===== src/rtl/dcm_lock_sequencer_pkg.sv =====
// dcm_lock_sequencer_pkg: sequencer state encoding and default parameter values.
package dcm_seq_pkg;
    typedef enum logic [2:0] {RESET, WAIT_LOCK, STABLE, RUN, FAIL} state_e;
    localparam int DEF_RST_CYCLES    = 3;
    localparam int DEF_LOCK_TIMEOUT  = 65535;
    localparam int DEF_STABLE_CYCLES = 1024;
    localparam int DEF_MAX_RETRIES   = 7;
    localparam int DEF_CNT_W         = 16;
endpackage


===== src/rtl/dcm_lock_sequencer_if.sv =====
// dcm_lock_sequencer_if: restart/lock inputs and reset/status outputs of the sequencer.
// DCM_STATUS_MON_EN adds the dcm_clkin_stopped status input.
interface dcm_lock_sequencer_if;
    logic       config_rst;
    logic       dcm_locked;
    logic       dcm_rst;
    logic       sys_rst;
    logic       lock_fail;
    logic [2:0] retry_cnt;
`ifdef DCM_STATUS_MON_EN
    logic       dcm_clkin_stopped;
    modport master (output config_rst, dcm_locked, dcm_clkin_stopped, input dcm_rst, sys_rst, lock_fail, retry_cnt);
    modport slave (input config_rst, dcm_locked, dcm_clkin_stopped, output dcm_rst, sys_rst, lock_fail, retry_cnt);
`else
    modport master (output config_rst, dcm_locked, input dcm_rst, sys_rst, lock_fail, retry_cnt);
    modport slave (input config_rst, dcm_locked, output dcm_rst, sys_rst, lock_fail, retry_cnt);
`endif
endinterface


===== src/rtl/dcm_lock_sequencer_sync_2ff.sv =====
// sync_2ff: 1-bit two-flop synchronizer, async active-low reset to 0.
module sync_2ff (
    input  logic clk_i,
    input  logic rst_ni,
    input  logic d_i,
    output logic q_o
);
    logic [1:0] sync_q;
    always_ff @(posedge clk_i or negedge rst_ni)
        if (!rst_ni) sync_q <= '0;
        else sync_q <= {sync_q[0], d_i};
    assign q_o = sync_q[1];
endmodule


===== src/rtl/dcm_lock_sequencer.sv =====
// dcm_lock_sequencer: DCM reset pulse, lock wait with timeout/retries, stable-lock sys_rst release.
// DCM_STATUS_MON_EN adds clkin-stopped monitoring (lock loss / immediate retry).
module dcm_lock_sequencer
    import dcm_seq_pkg::*;
#(
    parameter int RST_CYCLES    = DEF_RST_CYCLES,
    parameter int LOCK_TIMEOUT  = DEF_LOCK_TIMEOUT,
    parameter int STABLE_CYCLES = DEF_STABLE_CYCLES,
    parameter int MAX_RETRIES   = DEF_MAX_RETRIES,
    parameter int CNT_W         = DEF_CNT_W
) (
    input logic clkin,
    input logic rst_n,
    dcm_lock_sequencer_if.slave bus
);
    localparam logic [CNT_W-1:0] RST_LAST  = CNT_W'(RST_CYCLES - 1);
    localparam logic [CNT_W-1:0] TO_LAST   = CNT_W'(LOCK_TIMEOUT - 1);
    localparam logic [CNT_W-1:0] STAB_LAST = CNT_W'(STABLE_CYCLES - 1);
    localparam logic [2:0]       MAX_R     = 3'(MAX_RETRIES);

    state_e           state_q, state_d;
    logic [CNT_W-1:0] cnt_q, cnt_d;
    logic [2:0]       retry_q, retry_d;
    logic             dcm_rst_q, sys_rst_q, lock_fail_q;
    logic             lock_s, stop_s, lost;

    sync_2ff u_lock_sync (.clk_i(clkin), .rst_ni(rst_n), .d_i(bus.dcm_locked), .q_o(lock_s));
`ifdef DCM_STATUS_MON_EN
    sync_2ff u_stop_sync (.clk_i(clkin), .rst_ni(rst_n), .d_i(bus.dcm_clkin_stopped), .q_o(stop_s));
`else
    assign stop_s = 1'b0;
`endif
    assign lost = !lock_s || stop_s;

    always_comb begin
        state_d = state_q;
        retry_d = retry_q;
        if (bus.config_rst) begin
            state_d = RESET;
            retry_d = '0;
        end else begin
            case (state_q)
                RESET:     if (cnt_q == RST_LAST) state_d = WAIT_LOCK;
                WAIT_LOCK: if (stop_s || (!lock_s && cnt_q == TO_LAST)) begin
                               retry_d = retry_q + 3'd1;
                               state_d = (retry_d == MAX_R) ? FAIL : RESET;
                           end else if (lock_s) state_d = STABLE;
                STABLE:    if (lost) state_d = RESET;
                           else if (cnt_q == STAB_LAST) state_d = RUN;
                RUN:       if (lost) begin
                               state_d = RESET;
                               retry_d = '0;
                           end
                default:   state_d = state_q;
            endcase
        end
        // Counter restarts on every state change and saturates rather than wrapping.
        cnt_d = (bus.config_rst || state_d != state_q) ? '0 : (&cnt_q ? cnt_q : cnt_q + CNT_W'(1));
    end

    always_ff @(posedge clkin or negedge rst_n)
        if (!rst_n) begin
            state_q     <= RESET;
            cnt_q       <= '0;
            retry_q     <= '0;
            dcm_rst_q   <= 1'b1;
            sys_rst_q   <= 1'b1;
            lock_fail_q <= 1'b0;
        end else begin
            state_q     <= state_d;
            cnt_q       <= cnt_d;
            retry_q     <= retry_d;
            dcm_rst_q   <= state_d == RESET || state_d == FAIL;
            sys_rst_q   <= state_d != RUN;
            lock_fail_q <= state_d == FAIL;
        end

    assign bus.dcm_rst   = dcm_rst_q;
    assign bus.sys_rst   = sys_rst_q;
    assign bus.lock_fail = lock_fail_q;
    assign bus.retry_cnt = retry_q;
endmodule


===== src/flat_wrapper.sv =====
// flat-port wrapper written by rule: the top's interface ports become plain ports
module dcm_lock_sequencer_flat import dcm_seq_pkg::*;
#(
    parameter int RST_CYCLES    = DEF_RST_CYCLES,
    parameter int LOCK_TIMEOUT  = DEF_LOCK_TIMEOUT,
    parameter int STABLE_CYCLES = DEF_STABLE_CYCLES,
    parameter int MAX_RETRIES   = DEF_MAX_RETRIES,
    parameter int CNT_W         = DEF_CNT_W
)
  (clkin, rst_n, bus_config_rst, bus_dcm_locked, bus_dcm_rst, bus_sys_rst, bus_lock_fail, bus_retry_cnt);
  dcm_lock_sequencer_if bus_i ();
  input logic clkin;
  input logic rst_n;
  input wire logic [$bits(bus_i.config_rst)-1:0] bus_config_rst;
  input wire logic [$bits(bus_i.dcm_locked)-1:0] bus_dcm_locked;
  output wire logic [$bits(bus_i.dcm_rst)-1:0] bus_dcm_rst;
  output wire logic [$bits(bus_i.sys_rst)-1:0] bus_sys_rst;
  output wire logic [$bits(bus_i.lock_fail)-1:0] bus_lock_fail;
  output wire logic [$bits(bus_i.retry_cnt)-1:0] bus_retry_cnt;
  assign bus_i.config_rst = bus_config_rst;
  assign bus_i.dcm_locked = bus_dcm_locked;
  assign bus_dcm_rst = bus_i.dcm_rst;
  assign bus_sys_rst = bus_i.sys_rst;
  assign bus_lock_fail = bus_i.lock_fail;
  assign bus_retry_cnt = bus_i.retry_cnt;
  dcm_lock_sequencer #(.RST_CYCLES(RST_CYCLES), .LOCK_TIMEOUT(LOCK_TIMEOUT), .STABLE_CYCLES(STABLE_CYCLES), .MAX_RETRIES(MAX_RETRIES), .CNT_W(CNT_W)) u_core (.clkin(clkin), .rst_n(rst_n), .bus(bus_i));
endmodule

===== config.mk =====
export PLATFORM = sky130hd
export DESIGN_NAME = dcm_lock_sequencer_flat
export DESIGN_NICKNAME = d
export VERILOG_FILES = /design/src/rtl/dcm_lock_sequencer_pkg.sv /design/src/rtl/dcm_lock_sequencer_if.sv /design/src/rtl/dcm_lock_sequencer_sync_2ff.sv /design/src/rtl/dcm_lock_sequencer.sv /design/src/flat_wrapper.sv
export SDC_FILE = /design/constraint.sdc
export NUM_CORES = 1
export LEC_CHECK = 0
export ABC_AREA = 0
export CORE_ASPECT_RATIO = 0.6
export CORE_MARGIN = 5
export CORE_UTILIZATION = 45
export CTS_CLUSTER_DIAMETER = 100
export CTS_CLUSTER_SIZE = 8
export DETAILED_ROUTE_END_ITERATION = 16
export MAX_ROUTING_LAYER = met4
export SYNTH_ARGS = -nofsm -noshare
export SYNTH_HDL_FRONTEND = slang
export SYNTH_SLANG_ARGS = --single-unit
export TNS_END_PERCENT = 10

===== constraint.sdc =====
create_clock -name clkin -period 3.97 [get_ports clkin]
set_clock_uncertainty 0.2 [all_clocks]
set_input_delay 0.794 -clock clkin [delete_from_list [all_inputs] [get_ports clkin]]
set_output_delay 0.794 -clock clkin [all_outputs]
set_load 0.02 [all_outputs]

==> results.py <==
metrics = {
    "clocking": {
        "cts_hold_buf": 0,
        "cts.sinks": 27,
        "cts-htree-levels": 1,
        "clk_pin_slew_worst_paths_ns": 0.09,
        "max-clock-path-buffers": 2,
        "cts_resized": 0,
        "cts_setup_buffers": 0,
        "cts-root-buf": "clkbuf_8",
        "numCtsBuffers": 3,
        "insertion_delay_ns": 0.27,
        "cts_tree": "done",
    },
    "logic_synthesis": {
        "netlist.area_leader.share_pct": 43.1,
        "synth-edff-count": 0,
        "synthTopCellsByCount": "nor2_1, dfrtp_1, nand3_1",
        "syn_avg_cell_area_um2": 9.87,
        "synthTopCellsByArea": "dfrtp_1, nor2_1, dfstp_2",
        "post-synth-top-count-cell": "nor2_1",
        "synth-seq-area-share_pct": 46.7,
        "yosys_warnings": 0,
        "synth.cell_area_mm2": 0.00145,
        "syn_nets": 155,
        "async_flop_share_pct": 100,
        "ys_ff_latch": 27,
        "synth_top_cell_by_area": "dfrtp_1",
        "syn_inst": 147,
        "synth_flop_cell": "dfrtp_1",
        "yosysUniqueCellTypes": 42,
    },
    "global_route": {
        "grt_overflow": 0,
        "antenna_found_initial": 0,
        "grt_max_degree": 28,
        "grt_util_all_layers_pct": 15.3,
        "grt_pass1_wl_mm": 5.13,
        "grt_pass1_vias": 1015,
    },
    "floorplanning": {
        "dieArea_mm2": 0.00450,
        "placement_rows": 16,
        "die_w_um": 83.3,
        "core_mm2": 0.00318,
        "pin_count": 10,
        "die_h_um": 54.0,
        "initial_utilization_pct": 45.6,
    },
    "route": {
        "ant_nets": 0,
        "drcViolationCount": 0,
        "dr.pass1.iters": 4,
        "wl_per_cell_um": 14.6,
        "viasPerCell": 5.48,
        "drt_wl_total_mm": 2.95,
        "drtIter0Drc": 124,
        "vias": 1107,
    },
    "timing": {
        "fmax_ghz": 0.368,
        "finalSetupViolCount": 0,
        "slew_headroom_pct": 15.5,
        "fin_crit_sh_pct": 68.4,
        "drv_slew": 0,
        "grt_setup_unrepaired": "no",
        "period_minus_slack_ns": 2.72,
        "tightest_slew_ns": 1.26,
        "hold_viol": 0,
        "tns_ns": 0,
    },
    "power": {
        "power.total_mw": 0.619,
        "leakage_nw": 0.676,
        "p_sw_mw": 0.188,
        "power_density_mw_per_mm2": 380,
        "power_frac_comb_pct": 22.3,
        "power.internal_mw": 0.431,
        "p_sw_share_pct": 30.4,
        "vdd_ir_drop_max_uv": 186,
        "p_seq_share_pct": 53.2,
        "p_clk_share_pct": 24.5,
    },
    "cells_and_area": {
        "layout.nets": 166,
        "synthToLayoutAreaGrowth_pct": 12.2,
        "layout-drive-gt1-share_pct": 7.64,
        "n_antenna_cell": 0,
    },
    "place": {
        "portBuffers": 9,
        "place_congestion": 0.880,
        "post-dp-hpwl_mm": 2.17,
    },
    "status": {
        "status": "completed",
    },
    "critical_path": {
        "cp-start-kind": "flop",
        "crit_required_ns": 3.90,
        "worstSetupEndpointType": "flop",
        "worstPathMaxFanout": 16,
        "arrival_ns": 2.64,
        "crit_type": "flop to flop",
    },
    "run": {
        "maxCapViolations": 0,
    },
    "worst_hold_path": {
        "hp-class": "flop to flop",
    },
}
-- path summary, 6_finish.rpt --
check | start | endpoint | slack, ns | cells past startpoint
setup / recovery | u_core.cnt_q[1] | u_core.cnt_q[15] | 1.25 | 6
hold / removal | u_core.u_lock_sync.sync_q[0] | u_core.u_lock_sync.sync_q[1] | 0.16 | 0
setup reg to reg | u_core.cnt_q[1] | u_core.cnt_q[15] | 1.25 | 6
hold reg to reg | u_core.u_lock_sync.sync_q[0] | u_core.u_lock_sync.sync_q[1] | 0.16 | 0
max in group asynchronous | rst_n | u_core.bus.dcm_rst | 2.58 | 2
min in group asynchronous | rst_n | u_core.cnt_q[0] | 0.69 | 2
-- layout by cell type (no fill, tap or decap), types with 3 or more instances in the layout --
cell type | synthesis | layout
a21oi_1 | 4 | 4
clkbuf_8 | 0 | 3
clkdlybuf4s50_1 | 0 | 9
dfrtp_1 | 25 | 25
ha_1 | 4 | 4
inv_1 | 4 | 4
mux2i_1 | 3 | 3
nand2_1 | 3 | 3
nand3_1 | 9 | 9
nand4_1 | 4 | 4
nor2_1 | 27 | 27
nor3_1 | 7 | 7
nor4_1 | 3 | 3
o21ai_0 | 3 | 3
or4_1 | 3 | 3
xnor2_1 | 5 | 5
xor2_1 | 6 | 6
-- state kept, by name, indices dropped and copies added (netlist names) --
| signal | cells |
|---|---|
| u_core.cnt_q | 16 |
| u_core.state_q | 3 |
| u_core.bus.retry_cnt | 3 |
| u_core.bus.dcm_rst | 1 |
| u_core.bus.sys_rst | 1 |
| u_core.u_lock_sync.sync_q | 2 |
| u_core.bus.lock_fail | 1 |
-- area by class of cell --
class	count	area, um2
clock buffer	4	45.0
fill	282	1560
inverter	4	15.0
multi-input combinational	112	736
sequential	27	678
tap	45	56.3
timing repair buffer	10	97.6
-- layer usage --
| metal | global-route usage, % | up-vias | wire length [um] |
|---|---|---|---|
| li1 | - | 550 | - |
| met5 | - | - | 0 |
| met4 | 4.08 | 0 | 23 |
| met1 | 21.6 | 528 | 1540 |
| met3 | 3.82 | 5 | 140 |
| met2 | 21.9 | 24 | 1250 |
-- critical path, cell delays in order (launching register included) --
cell      delay, ns
dfrtp_1        0.42
ha_1           0.23
nand3_2        0.15
or4_1          0.50
a211o_1        0.33
o221ai_2       0.60
nor2_1         0.13
-- metrics by stage --
stage	cells	util, %	worst slack, ns	hold WS [ns]	instance area, um2
finish	202	51.1	1.25	0.155	1630
global route	202	51.1	1.00	0.184	1630
CTS	202	51.1	1.24	0.161	1630
detailed placement	198	49.7	1.26	0.140	1580
global placement	198	49.7	1.34	0.138	1580
floorplan	147	-	1.66	0.131	1450
-- kinds of logic after synthesis --
| kind of cell | share of synthesized area, % |
|---|---|
| AOI/OAI and AO/OA | 9.74 |
| muxes | 2.07 |
| buffers and inverters | 2.59 |
| xor gates and xnor gates | 6.64 |
| and+or+nand+nor | 28.8 |
| DFF | 46.7 |
| adders and majority gates | 3.45 |
-- power by group through the flow --
stage / Sequential, mW / Combinational (mW) / Clock, mW
global placement: 0.331 / 0.138 / 0
detailed placement: 0.334 / 0.138 / 0
floorplan: 0.335 / 0.0951 / 0
CTS: 0.328 / 0.139 / 0.158
finish: 0.329 / 0.138 / 0.152
global route: 0.334 / 0.152 / 0.167
Power figures use the tool's default switching activity.
